## config.mk

```make
export PLATFORM = sky130hd
export DESIGN_NAME = jtag_scan_master
export DESIGN_NICKNAME = d
export VERILOG_FILES = /design/src/rtl/jtag_scan_master.sv
export SDC_FILE = /design/constraint.sdc
export NUM_CORES = 1
export LEC_CHECK = 0
export CORE_MARGIN = 8
export CORE_UTILIZATION = 56
export DETAILED_ROUTE_END_ITERATION = 8
export GPL_TIMING_DRIVEN = 0
export PLACE_DENSITY = 0.81
export SYNTH_ARGS = -nofsm -noshare
export SYNTH_HDL_FRONTEND = slang
export SYNTH_SLANG_ARGS = --single-unit
```

## constraint.sdc

```tcl
create_clock -name TCK -period 3.7 [get_ports TCK]
set_clock_uncertainty 0.1 [all_clocks]
set_input_delay 0.925 -clock TCK [delete_from_list [all_inputs] [get_ports TCK]]
set_output_delay 0.925 -clock TCK [all_outputs]
set_load 0.005 [all_outputs]
```

## src/rtl/jtag_scan_master.sv

```systemverilog
// Host-side JTAG scan master: turns DR/IR/TAP-reset commands into TMS/TDI sequences
// and collects TDO into a response word. The TAP always returns to Run-Test/Idle.
module jtag_scan_master #(
  parameter int unsigned MAXW = 32,
  parameter int unsigned LENW = 6
) (
  input  logic            TCK,
  input  logic            TRST,
  input  logic            cmd_valid,
  output logic            cmd_ready,
  input  logic [1:0]      cmd_op,
  input  logic [LENW-1:0] cmd_len,
  input  logic [MAXW-1:0] cmd_data,
  output logic            TMS,
  output logic            TDI,
  input  logic            TDO,
  output logic            rsp_valid,
  output logic [MAXW-1:0] rsp_data,
  output logic            busy
);

  localparam int unsigned StepW = $clog2(MAXW + 8);
  localparam int unsigned IdxW  = (MAXW > 1) ? $clog2(MAXW) : 1;

  localparam logic [1:0] OpDr     = 2'b00;
  localparam logic [1:0] OpIr     = 2'b01;
  localparam logic [1:0] OpTapRst = 2'b10;

  typedef enum logic [1:0] {StAutoRst, StIdle, StRun} state_e;

  state_e           state_q;
  logic [2:0]       cnt_q;
  logic [1:0]       op_q;
  logic [StepW-1:0] n_q;
  logic [StepW-1:0] step_q;
  logic [MAXW-1:0]  data_q;
  logic [MAXW-1:0]  cap_q;

  function automatic logic [StepW-1:0] eff_len(input logic [LENW-1:0] len);
    if (len == '0) return StepW'(1);
    if (32'(len) > MAXW) return StepW'(MAXW);
    return StepW'(len);
  endfunction

  // First shift cycle: DR has Select/Capture/Shift-entry, IR adds Select-IR in front.
  function automatic logic [StepW-1:0] shift_first(input logic [1:0] op);
    return (op == OpIr) ? StepW'(5) : StepW'(4);
  endfunction

  function automatic logic tms_at(input logic [1:0] op, input logic [StepW-1:0] n,
                                  input logic [StepW-1:0] k);
    logic [StepW-1:0] sf;
    sf = shift_first(op);
    case (op)
      OpDr, OpIr: begin
        if (k < sf - StepW'(2)) return 1'b1;
        if (k < sf) return 1'b0;
        if (k < sf + n) return k == sf + n - StepW'(1);
        return k == sf + n;
      end
      OpTapRst: return k <= StepW'(5);
      default:  return 1'b0;
    endcase
  endfunction

  function automatic logic [StepW-1:0] last_step(input logic [1:0] op,
                                                 input logic [StepW-1:0] n);
    case (op)
      OpDr:     return n + StepW'(5);
      OpIr:     return n + StepW'(6);
      OpTapRst: return StepW'(6);
      default:  return StepW'(1);
    endcase
  endfunction

  logic [StepW-1:0] sf;
  logic [StepW-1:0] next_k;
  logic             is_scan;
  logic             cur_shift;
  logic             next_shift;
  logic [IdxW-1:0]  cap_idx;

  always_comb begin
    sf         = shift_first(op_q);
    next_k     = step_q + StepW'(1);
    is_scan    = (op_q == OpDr) || (op_q == OpIr);
    cur_shift  = is_scan && (step_q >= sf) && (step_q < sf + n_q);
    next_shift = is_scan && (next_k >= sf) && (next_k < sf + n_q);
    cap_idx    = IdxW'(step_q - sf);
  end

  assign busy = ~cmd_ready;

  always_ff @(posedge TCK) begin
    if (TRST) begin
      state_q   <= StAutoRst;
      cnt_q     <= '0;
      op_q      <= '0;
      n_q       <= '0;
      step_q    <= '0;
      data_q    <= '0;
      cap_q     <= '0;
      TMS       <= 1'b1;
      TDI       <= 1'b0;
      cmd_ready <= 1'b0;
      rsp_valid <= 1'b0;
      rsp_data  <= '0;
    end else begin
      rsp_valid <= 1'b0;
      unique case (state_q)
        StAutoRst: begin
          // Five TMS=1 cycles reach Test-Logic-Reset, one TMS=0 lands in Run-Test/Idle.
          cnt_q <= cnt_q + 3'd1;
          if (cnt_q == 3'd4) TMS <= 1'b0;
          if (cnt_q == 3'd5) begin
            state_q   <= StIdle;
            cmd_ready <= 1'b1;
            cnt_q     <= '0;
          end
        end
        StIdle: begin
          if (cmd_valid) begin
            state_q   <= StRun;
            cmd_ready <= 1'b0;
            op_q      <= cmd_op;
            n_q       <= eff_len(cmd_len);
            data_q    <= cmd_data;
            cap_q     <= '0;
            step_q    <= StepW'(1);
            TMS       <= tms_at(cmd_op, eff_len(cmd_len), StepW'(1));
            TDI       <= 1'b0;
          end
        end
        StRun: begin
          if (cur_shift) cap_q[cap_idx] <= TDO;
          if (step_q == last_step(op_q, n_q)) begin
            state_q   <= StIdle;
            cmd_ready <= 1'b1;
            rsp_valid <= 1'b1;
            rsp_data  <= cap_q;
            step_q    <= '0;
            TMS       <= 1'b0;
            TDI       <= 1'b0;
          end else begin
            step_q <= next_k;
            TMS    <= tms_at(op_q, n_q, next_k);
            if (next_shift) begin
              TDI    <= data_q[0];
              data_q <= data_q >> 1;
            end else begin
              TDI <= 1'b0;
            end
          end
        end
        default: state_q <= StAutoRst;
      endcase
    end
  end

endmodule

```

==> results_dict.tcl <==
set metrics [dict create \
    power_density_mw_per_mm2 559 \
    count_of_flip_flops_with_a_built_in_enable_after_synthesis 0 \
    global_route.overflow_total 0 \
    floorplan.die_area_mm2 0.0151 \
    critical_path_required_ps 3890 \
    number_of_warning_messages_in_the_yosys_log 0 \
    netlist_top_cells_area "sky130_fd_sc_hd__dfxtp_1 (37%), sky130_fd_sc_hd__mux2i_1 (10%), sky130_fd_sc_hd__a211oi_2 (5.9%), sky130_fd_sc_hd__ha_1 (5.1%), sky130_fd_sc_hd__a21oi_1 (4.8%)" \
    row_count 39 \
    commonest_non_fill_non_tap_cells_in_the_layout "sky130_fd_sc_hd__dfxtp_1 (119), sky130_fd_sc_hd__clkdlybuf4s50_1 (79), sky130_fd_sc_hd__mux2i_1 (64), sky130_fd_sc_hd__a21oi_1 (61), sky130_fd_sc_hd__nor2_1 (60)" \
    io_buffer_count 79 \
    post-route-drc-count 0 \
    synth_sequential_area_ratio_pct 37.2 \
    drt-pass1-iter-count 5 \
    multi_input_comb_area_mm2 0.00377 \
    initial_utilization_pct 56.8 \
    place_congestion 0.971 \
    drv_slew 0 \
    post_synth_num_cell_types 65 \
    antenna_violations_before_repair 0 \
    ys_dominant_reg_cell "sky130_fd_sc_hd__dfxtp_1" \
    cp_data_arrival_time_ps 3750 \
    grt_util_all_layers_pct 22.9 \
    layout_worst_path_cycle_share_pct 96.3 \
    wire_length_of_the_first_global_routing_pass_mm 28.0 \
    crit_path_kind "reg -> reg" \
    fp.coreArea_mm2 0.0113 \
    drt-vias-per-instance 6.10 \
    detailed_place_hpwl_mm 12.5 \
    grt_setup_unrepaired "yes" \
    detailedRoute.firstIterationViolations 334 \
    h_tree_level_count 4 \
    detailroute.via_count 5910 \
    maxCapViolCount 0 \
    clock_tree.buffer_depth 2 \
    peakVddDrop_mv 0.376 \
    fp.dieW_um 123 \
    first_global_vias 5973 \
    clkSinkCount 119 \
    slew_headroom_pct 39.2 \
    fmax_mhz 281 \
    syn_area_mm2 0.00640 \
    status "finished, final reports clean" \
    setup_viol_count_final 0 \
    area_delta_synth_final_pct 25.8 \
    tritoncts "done" \
    worstHoldPathType "reg -> reg" \
    root_buffer "sky130_fd_sc_hd__clkbuf_16" \
    register_bit_count_reported_by_yosys 119 \
    proportion_of_netlist_area_held_by_the_largest_area_contributor_pct 37.2 \
    leakage_nw 2.94 \
    cp-end-kind "register" \
    layout.area.seq_mm2 0.00238 \
    final_period_minus_worst_setup_slack_ps 3560 \
    hold_viol_final 0 \
    drt.antenna.violating_nets 0 \
    worstSetupStartpointType "register" \
    fin_nets 883 \
    drive_above_1_share_pct 12.6 \
    postSynthCellCount 709 \
    num_antenna_cells 0 \
    yosysTopAreaCell "sky130_fd_sc_hd__dfxtp_1" \
    path_max_fanout 10 \
    die_y_um 123 \
    detail_route.wl_per_cell_um 17.6 \
    grt_max_degree 17 \
    pre_cts_slack_ps -388 \
    layout_setup_ws_ps 137 \
    syn-num-nets 779 \
    synth-async-reset-ratio_pct 0 \
    final_common_cell "sky130_fd_sc_hd__dfxtp_1" \
    cts-buffers-inserted 17 \
    boundaryPins 81 \
    clk-insertion-delay-late_ps 420 \
    avgSynthCellArea_um2 9.02 \
    nFillCells 823 \
    finalWirelength_mm 17.1 \
    path_clk_slew_ps 60 \
    tightest_slew_ps 900 \
    timing.hold.ws_ps 372 \
]
power by group:
part           switching (mW)  internal [mW]
sequential              0.137           1.48
clock                   0.641          0.956
combinational           0.735          0.553
per-layer routing:
layer | vias up | GRT usage (%) | wire length, µm
li1 | 2839 | - | -
met1 | 2776 | 25.9 | 7180
met2 | 238 | 39.7 | 8280
met3 | 57 | 5.02 | 1040
met4 | 0 | 12.1 | 599
met5 | - | 0 | 0
logic make-up (layout without fill, tap and decap cells):
group	count (synthesis)	after routing	share of synthesized area [%]
compound gates	211	211	24.3
xor+xnor	22	22	3.01
fa+ha+maj	26	26	5.08
buf+inv	67	184	4.52
flops	119	119	37.2
mux	66	66	10.4
simple gates	198	198	15.5
worst paths after layout:
check / start / slack (ps) / depth (start not counted) / to
worst min-delay path: cap_q[13] / 370 / 2 / cap_q[13]
worst max-delay path: op_q[0] / 140 / 13 / cap_q[27]
worst min register to register: cap_q[13] / 370 / 2 / cap_q[13]
worst max register to register: op_q[0] / 140 / 13 / cap_q[27]
registers in the layout, indices dropped and copies added, names as in the netlist:
register,cells
TDI,1
data_q,32
cap_q,32
cmd_ready,1
state_q,2
n_q,6
cnt_q,3
step_q,6
op_q,2
TMS,1
rsp_data,32
rsp_valid,1
cell usage after synthesis, drive strengths merged (7+ instances only):
cell type  instances
a211oi            32
a21oi             61
a31oi              8
buf               17
clkbuf            34
dfxtp            119
ha                26
inv               15
mux2i             64
nand2             40
nand2b            16
nand3             15
nor2              60
nor2b              8
nor3              14
nor3b             10
o21ai             39
o22ai             12
o311ai            24
xnor2             15
xor2               7
through the flow:
stage | util, % | std cells | instance area [µm²] | TNS, ps | power [mW]
global route | 71.4 | 969 | 8050 | -56.2 | 4.72
global placement | 65.4 | 931 | 7370 | -10870 | 2.81
CTS | 70.7 | 964 | 7970 | 0 | 4.48
finish | 71.4 | 969 | 8050 | 0 | 4.50
detailed placement | 65.4 | 931 | 7370 | -14030 | 2.88
floorplan | - | 709 | 6400 | 0 | 2.55
critical path: stages (launching register included):
cell	delay, ps
sky130_fd_sc_hd__dfxtp_1	340
sky130_fd_sc_hd__buf_4	180
sky130_fd_sc_hd__nor2b_4	210
sky130_fd_sc_hd__ha_2	230
sky130_fd_sc_hd__xnor2_1	200
sky130_fd_sc_hd__ha_1	290
sky130_fd_sc_hd__nor2b_1	120
sky130_fd_sc_hd__o21a_1	160
sky130_fd_sc_hd__o21a_1	220
sky130_fd_sc_hd__o31a_1	270
sky130_fd_sc_hd__o21a_1	280
sky130_fd_sc_hd__clkbuf_1	260
sky130_fd_sc_hd__o311ai_0	420
sky130_fd_sc_hd__o21ai_0	140
final cells by class:
cell class	count	share of cell area, %
repair buffers	86	10.5
well taps	143	2.22
inverters	16	0.746
clock buffers	18	5.46
plain buffers	50	2.89
flip-flops and latches	119	29.6
clock inverters	14	1.71
multi-input cells	523	46.9
timing repair:
| item | CTS | global route |
|---|---|---|
| setup endpoints to repair | 63 | 88 |
| gates resized for setup | 6 | 14 |
| hold buffers | 0 | 0 |
| setup buffers | 1 | 6 |
| pin swaps | 2 | 2 |
No activity file was read; power rests on OpenSTA's default activity.
